$ cat src/rtl/ram_arbiter_pkg.sv
// Shared types for the program-RAM arbiter: FSM state encoding, owner codes
// and the state-to-owner decode used on the owner output.
package ram_arbiter_pkg;

   typedef enum logic [1:0] {
      S_CPU      = 2'd0,
      S_BOOT_WR  = 2'd1,
      S_DBG_ADDR = 2'd2,
      S_DBG_DATA = 2'd3
   } state_t;

   localparam logic [1:0] OWN_CPU  = 2'd0;
   localparam logic [1:0] OWN_BOOT = 2'd1;
   localparam logic [1:0] OWN_DBG  = 2'd2;

   // Which requester was granted most recently; breaks boot/debug ties.
   localparam logic GRANT_BOOT = 1'b0;
   localparam logic GRANT_DBG  = 1'b1;

   function automatic logic [1:0] owner_of(input state_t s);
      logic [1:0] o;
      case (s)
         S_BOOT_WR:              o = OWN_BOOT;
         S_DBG_ADDR, S_DBG_DATA: o = OWN_DBG;
         default:                o = OWN_CPU;
      endcase
      return o;
   endfunction

endpackage

$ cat src/rtl/ram_arbiter.sv
// Single-clock arbiter sharing the program RAM between CPU, UART bootloader
// (boot-mode writes) and a debug reader; stalls the CPU and preserves its in-flight read.
module ram_arbiter
   import ram_arbiter_pkg::*;
#(
   parameter int ADDR_W = 13,
   parameter int DATA_W = 8
) (
   input  logic              clk,
   input  logic              rst_n,
   input  logic              boot_en,
   input  logic [15:0]       cpu_addr,
   input  logic              cpu_we,
   input  logic [DATA_W-1:0] cpu_wdata,
   output logic [DATA_W-1:0] cpu_rdata,
   output logic              cpu_stall,
   input  logic              boot_req,
   input  logic [15:0]       boot_addr,
   input  logic [DATA_W-1:0] boot_wdata,
   output logic              boot_ack,
   input  logic              dbg_req,
   input  logic [15:0]       dbg_addr,
   output logic              dbg_ack,
   output logic [DATA_W-1:0] dbg_rdata,
   output logic [ADDR_W-1:0] ram_addr,
   output logic              ram_we,
   output logic [DATA_W-1:0] ram_wdata,
   input  logic [DATA_W-1:0] ram_rdata,
   output logic [1:0]        owner,
   output logic [15:0]       boot_wr_count
);

   state_t              state;
   state_t              next_state;
   state_t              state_eff;
   logic                last_grant;
   logic                next_last_grant;
   logic                was_cpu;
   logic                hold_valid;
   logic [DATA_W-1:0]   hold_reg;
   logic                boot_pending;
   logic                dbg_pending;
   logic                unused_addr_bits;

   assign unused_addr_bits = ^{cpu_addr[15:ADDR_W], boot_addr[15:ADDR_W], dbg_addr[15:ADDR_W]};

   // While reset is asserted the port behaves as CPU-owned, so an abandoned
   // boot write can never reach the RAM on the reset edge.
   assign state_eff = rst_n ? state : S_CPU;

   assign boot_pending = boot_en && boot_req && !boot_ack;
   assign dbg_pending  = dbg_req && !dbg_ack;

   always_ff @(posedge clk) begin
      if (!rst_n) begin
         state      <= S_CPU;
         last_grant <= GRANT_DBG;
      end else begin
         state      <= next_state;
         last_grant <= next_last_grant;
      end
   end

   always_comb begin
      next_state      = state_eff;
      next_last_grant = last_grant;
      case (state_eff)
         S_CPU: begin
            if (boot_pending && (!dbg_pending || last_grant == GRANT_DBG)) begin
               next_state      = S_BOOT_WR;
               next_last_grant = GRANT_BOOT;
            end else if (dbg_pending) begin
               next_state      = S_DBG_ADDR;
               next_last_grant = GRANT_DBG;
            end
         end
         S_BOOT_WR:  next_state = S_CPU;
         S_DBG_ADDR: next_state = S_DBG_DATA;
         S_DBG_DATA: next_state = S_CPU;
         default:    next_state = S_CPU;
      endcase
   end

   always_comb begin
      ram_addr  = cpu_addr[ADDR_W-1:0];
      ram_we    = cpu_we && !boot_en;
      ram_wdata = cpu_wdata;
      boot_ack  = 1'b0;
      cpu_stall = boot_en;
      owner     = owner_of(state_eff);
      case (state_eff)
         S_BOOT_WR: begin
            ram_addr  = boot_addr[ADDR_W-1:0];
            ram_we    = 1'b1;
            ram_wdata = boot_wdata;
            boot_ack  = 1'b1;
            cpu_stall = 1'b1;
         end
         S_DBG_ADDR, S_DBG_DATA: begin
            ram_addr  = dbg_addr[ADDR_W-1:0];
            ram_we    = 1'b0;
            cpu_stall = 1'b1;
         end
         default: ;
      endcase
   end

   assign cpu_rdata = hold_valid ? hold_reg : ram_rdata;

   always_ff @(posedge clk) begin
      if (!rst_n) begin
         dbg_ack       <= 1'b0;
         dbg_rdata     <= '0;
         boot_wr_count <= '0;
         was_cpu       <= 1'b1;
         hold_valid    <= 1'b0;
         hold_reg      <= '0;
      end else begin
         was_cpu <= (state == S_CPU);
         dbg_ack <= (state == S_DBG_DATA);
         if (state == S_DBG_DATA) begin
            dbg_rdata <= ram_rdata;
         end
         if (state == S_BOOT_WR) begin
            boot_wr_count <= boot_wr_count + 16'd1;
         end
         // The RAM output in the first stolen cycle is the CPU's last read.
         if (state != S_CPU && was_cpu) begin
            hold_reg   <= ram_rdata;
            hold_valid <= 1'b1;
         end else if (state == S_CPU) begin
            hold_valid <= 1'b0;
         end
      end
   end

endmodule

$ cat config.mk
export PLATFORM = sky130hd
export DESIGN_NAME = ram_arbiter
export DESIGN_NICKNAME = d
export VERILOG_FILES = /design/src/rtl/ram_arbiter_pkg.sv /design/src/rtl/ram_arbiter.sv
export SDC_FILE = /design/constraint.sdc
export NUM_CORES = 1
export LEC_CHECK = 0
export BUFFER_PORTS_ARGS = -buffer_cell sky130_fd_sc_hd__buf_2
export CORE_MARGIN = 3
export CORE_UTILIZATION = 37
export CTS_CLUSTER_SIZE = 24
export DETAILED_ROUTE_END_ITERATION = 10
export GPL_TIMING_DRIVEN = 0
export MAX_ROUTING_LAYER = met4
export PLACE_DENSITY = 0.77
export SLEW_MARGIN = 40
export SYNTH_ARGS = -nofsm -noshare
export SYNTH_HDL_FRONTEND = slang
export SYNTH_SLANG_ARGS = --single-unit
$ cat constraint.sdc
create_clock -name clk -period 1.6 [get_ports clk]
set_input_delay 0.16 -clock clk [delete_from_list [all_inputs] [get_ports clk]]
set_output_delay 0.16 -clock clk [all_outputs]
set_load 0.03 [all_outputs]
# Word-level counts from Yosys, hierarchy flattened
# Cells that the tools add are included.
op_classes:
  reduce_logical: 20
  n_eq_ne: 5
  addsub: 1
  mux: 15
op_table:
  columns: ["operator", "count"]
  rows:
  - ["13-bit case mux with 2 select lines", 1]
  - ["16-bit by 1-bit adder with 16-bit output, second input constant", 1]
  - ["8-bit 2-to-1 mux", 2]
  - ["2-bit equality test, second input constant", 3]
  - ["1-bit logical AND", 6]
  - ["1-bit 2-to-1 mux", 6]
  - ["2-bit 2-to-1 mux", 3]
  - ["2-bit case mux with 3 select lines", 1]
  - ["2-bit nonzero test", 3]
  - ["2-bit by 1-bit equality test with 1-bit output, second input constant", 2]
  - ["1-bit zero test", 4]
  - ["2-bit zero test", 2]
  - ["2-bit case mux with 2 select lines", 1]
  - ["2-bit OR reduction", 2]
  - ["3-bit OR reduction", 1]
  - ["1-bit case mux with 2 select lines", 1]
  - ["2-bit AND reduction", 1]
  - ["1-bit logical OR", 1]
totals:
  inputBits: 78
  output_inout_bits: 59
  reg_bits: 38
  wordCells: 49

# Longest topological paths before layout
depth:
  depth_word: 8
  ltp_mapped: 6
  ltp_nobuf: 5

# Worst setup path after synthesis
# No wires, ideal clock.
synth_path:
  kind: "flip-flop to flip-flop"
  startpoint: "reg boot_wr_count[3]"
  endpoint: "reg boot_wr_count[15]"
  period_less_slack_ns: 1.958
  required_time_ns: 1.530
  path_stages_with_launch: 5
  slack_ns: -0.358
  t_arrival_ns: 1.888
  path_cell_list: "dfxtp_1 nand4_4 or4_4 or4_1 a21oi_1"
synth_via:
  elab_chain_len: 1
synth_rtl:
  columns: ["item", "line_no", "text"]
  rows:
  - ["from (decl)", "ram_arbiter.sv:30", "output logic [15:0] boot_wr_count"]
  - ["from (signal assigned)", "ram_arbiter.sv:125", "boot_wr_count <= boot_wr_count + 16'd1;"]
  - ["16-bit by 1-bit adder with 16-bit output", "ram_arbiter.sv:125", null]
# No other way between the ends.
# A chain may end at the register's enable or synchronous reset.

# Worst setup path in the final report
layout_path:
  startpoint: "reg state[0]"
  endpoint: "out ram_wdata[0]"
layout_via:
  elab_chain_len: 3
layout_rtl:
  columns: ["item", "line_no", "text"]
  rows:
  - ["from (decl)", "ram_arbiter.sv:33", "state_t state;"]
  - ["from (signal assigned)", "ram_arbiter.sv:59", "state <= next_state;"]
  - ["2-bit 2-to-1 mux", "ram_arbiter.sv:49", "assign state_eff = rst_n ? state : S_CPU;"]
  - ["2-bit by 1-bit equality test with 1-bit output", "ram_arbiter.sv:91", "case (state_eff)"]
  - ["8-bit 2-to-1 mux", "ram_arbiter.sv:91", null]
  - ["to (decl)", "ram_arbiter.sv:27", "output logic [DATA_W-1:0] ram_wdata,"]
# No other way between the ends.

==> run_results.csv <==
group,metric,value,unit
drt,avgViaCountPerCell,5.02,
timing,worst_slew_pin_slew,586,ps
timing,hold_viol,0,
floorplan,io_pins,137,
yosys,syn_area,2000,µm²
yosys,netlist_top_cells_area,"dfxtp_1, mux2_2, nand2_1",
outcome,violations,"setup timing",
run,max_cap_violations,0,
hold_path,hold_class,"input pin to flip-flop",
yosys,synth_top_area_share,38.1,%
drt,drc,0,
global_route,antenna_found_initial,0,
clock_network,numCtsBuffers,5,
pwr,p_leak,1.61,nW
drt,dr.pass1.iters,4,
yosys,yosysSeqAreaShare,38.1,%
clock_network,cts.clk_slew.worst_paths,60,ps
pwr,p_sw_share,32.7,%
finish,syn_to_final_growth,68.1,%
yosys,ys.warnings.count,0,
pwr,pwr-share-comb,33.7,%
worst_setup_path,required,1440,ps
yosys,async_reset_ff_share,0,%
worst_setup_path,crit_path_top_delay_cell,"mux2_2",
drt,vias,2370,
finish,diodes,0,
floorplan,die_h,79.5,µm
pwr,clockPowerShare,25.5,%
timing,rsz0062_at_grt,"true",
placed_design,dpl.hpwl,4830,µm
timing,period_minus_slack,1720,ps
yosys,syn-num-nets,324,
timing,maxSlewHeadroom,60.9,%
timing,setup_tns,-1430,ps
yosys,synthDistinctLibCells,38,
worst_setup_path,slowest_delay,350,ps
drt,wl_per_cell,14.8,µm
floorplan,die_area,6310,µm²
pwr,ir_worst_vdd,407,µV
yosys,synthCells,245,
timing,fin_hold_ws,108,ps
timing,clock.fmax,583,MHz
floorplan,rows,26,
timing,post-route-period-util,107,%
outcome,status,"finished, violations left",
worst_setup_path,path_cells,"buf_6 -> nor2b_4 -> nand2_4 -> clkbuf_8 -> mux2_2 -> buf_6",
pwr,p_sw,0.802,mW
finish,nets,480,
worst_setup_path,worstPathArrival,1560,ps
finish,design_area,3360,µm²
worst_setup_path,crit_top_cell,"buf_6",
clock_network,htree_num_levels,2,
pwr,power_density,731,nW/µm²
pwr,p_int,1.65,mW
finish,fillCellCount,433,
timing,slew_viol_final,0,
yosys,synth_top_cell_by_area,"dfxtp_1",
yosys,synth-seq-cells,38,
clock_network,cts_root_buf,"clkbuf_8",
pwr,power_frac_seq,40.8,%
yosys,synth_edf_count,0,
worst_setup_path,cp-start-kind,"flip-flop",
clock_network,cts_hold_buf,0,
finish,drive_above_1_share,54.7,%
global_route,grt_pass1_vias,2250,
worst_setup_path,crit_type,"flip-flop to primary output",
global_route,grt_pass1_wl,10600,µm
clock_network,tritoncts,"yes",
timing,clock_skew,6.43,ps
drt,drt_iter0_drc,71,
clock_network,insertion_delay,290,ps
clock_network,clock-sinks,38,
finish,multi_input_area,1250,µm²
placed_design,portBuffers,127,
timing,setup_slack,-116,ps
drt,postRouteAntennaNets,0,
finish,layout.area.seq,810,µm²
worst_setup_path,critPathMaxFanout,7,
yosys,synthFlopType,"dfxtp_1",
floorplan,coreArea,5170,µm²
timing,setup_viol,24,
global_route,grt_usage,22.4,%
yosys,synth.avg_cell_area,8.15,µm²
placed_design,dp_slack,-367,ps
pwr,power,2.45,mW
global_route,grt_overflow,0,
finish,largest_reg_flops,16,
global_route,grt_max_degree,12,
placed_design,gp_congestion,0.799,
clock_network,cts.path.max_buffers,2,
placed_design,place_area,2810,µm²
floorplan,die_w,79.5,µm
worst_setup_path,end_kind,"primary output",
drt,finalWirelength,7000,µm
floorplan,start_util,38.6,%
cells in the final DEF, fill, tap and decap left out, types with 2 or more instances in the layout:
| cell type | count |
|---|---|
| a21o_1 | 8 |
| a21oi_1 | 19 |
| a22oi_1 | 5 |
| buf_2 | 103 |
| buf_4 | 26 |
| buf_6 | 23 |
| buf_8 | 3 |
| clkbuf_1 | 8 |
| clkbuf_2 | 2 |
| clkbuf_8 | 6 |
| dfxtp_1 | 21 |
| dfxtp_2 | 6 |
| dfxtp_4 | 11 |
| inv_1 | 6 |
| mux2_2 | 15 |
| mux2i_1 | 9 |
| nand2_1 | 30 |
| nand3_1 | 16 |
| nand4_1 | 2 |
| nor2_1 | 25 |
| nor3_1 | 6 |
| nor4_2 | 2 |
| o21ai_2 | 7 |
| o31ai_1 | 3 |
| or4_1 | 2 |
| or4_4 | 2 |
| xnor2_1 | 7 |
| xor2_1 | 4 |
cell families (layout without fill, tap and decap cells):
family                     Yosys count  in the layout  share of synthesized area [%]
adders and majority gates            1              1                          0.626
muxes                               25             25                           13.5
xor gates and xnor gates            11             11                           4.82
and+or+nand+nor                     97             97                           23.6
buffers and inverters               24            181                           4.57
AOI/OAI and AO/OA                   49             49                           14.8
DFF                                 38             38                           38.1
worst max-delay path: cells and delay by family, from the launching register on:
kind	cells	cell delay (ps)
and+or+nand+nor	2	200
muxes	1	350
buffers and inverters	3	400
DFF	1	320
timing repair:
action,CTS,global route
buffers inserted,17,7
pin swaps,9,7
gates resized for setup,72,19
endpoints found under the setup margin,50,30
gates cloned,1,0
path summary, 6_finish.rpt:
path / start / to / slack [ps] / depth (start not counted)
worst max-delay path: state[0]$_SDFF_PN0_ / ram_wdata[0] / -120 / 6
worst min-delay path: rst_n / last_grant$_SDFFE_PN1P_ / 110 / 2
worst max register to register: state[0]$_SDFF_PN0_ / boot_wr_count[13]$_SDFFE_PN0N_ / -40 / 7
worst min register to register: dbg_rdata[2]$_SDFFE_PN0P_ / dbg_rdata[2]$_SDFFE_PN0P_ / 450 / 2
layout make-up:
type / count / share of cell area [%]
Multi-Input combinational cell: 183 / 37.2
Timing Repair Buffer: 152 / 29.0
Sequential cell: 38 / 24.1
Buffer: 13 / 3.50
Tap cell: 70 / 2.61
Clock buffer: 8 / 2.39
Inverter: 8 / 1.27
per-stage QoR:
stage          std cells  util, %
4_1_cts              465     62.7
5_1_grt              472     64.9
2_1_floorplan        245        -
6_report             472     64.9
3_5_place_dp         442     54.3
3_3_place_gp         442     54.3
synth_stat cells (5+ instances only):
cell and instances:
inv_1 7, nor2_1 25, nand2_1 31, nand3_1 17, o21ai_0 7, mux2_2 16, clkbuf_1 14, a21o_1 8
dfxtp_1 38, mux2i_1 9, xnor2_1 7, nor3_1 6, a22oi_1 5, a21oi_1 20
metal layers:
layer  global-route usage (%)  up-vias  wire length (µm)
met4                     9.45        0               218
met5                        -        -                 0
met3                     4.74       18               491
met2                     38.1      106              3600
li1                         -     1178                 -
met1                     25.4     1068              2690
power groups by stage:
stage	clock, mW	sequential, mW	combinational [mW]
4_1_cts	0.643	1.00	0.799
3_5_place_dp	0	1.01	0.678
3_3_place_gp	0	1.01	0.671
6_report	0.626	1.00	0.827
5_1_grt	0.689	1.01	0.880
2_1_floorplan	0	1.02	0.434
Power figures use the tool's default switching activity.
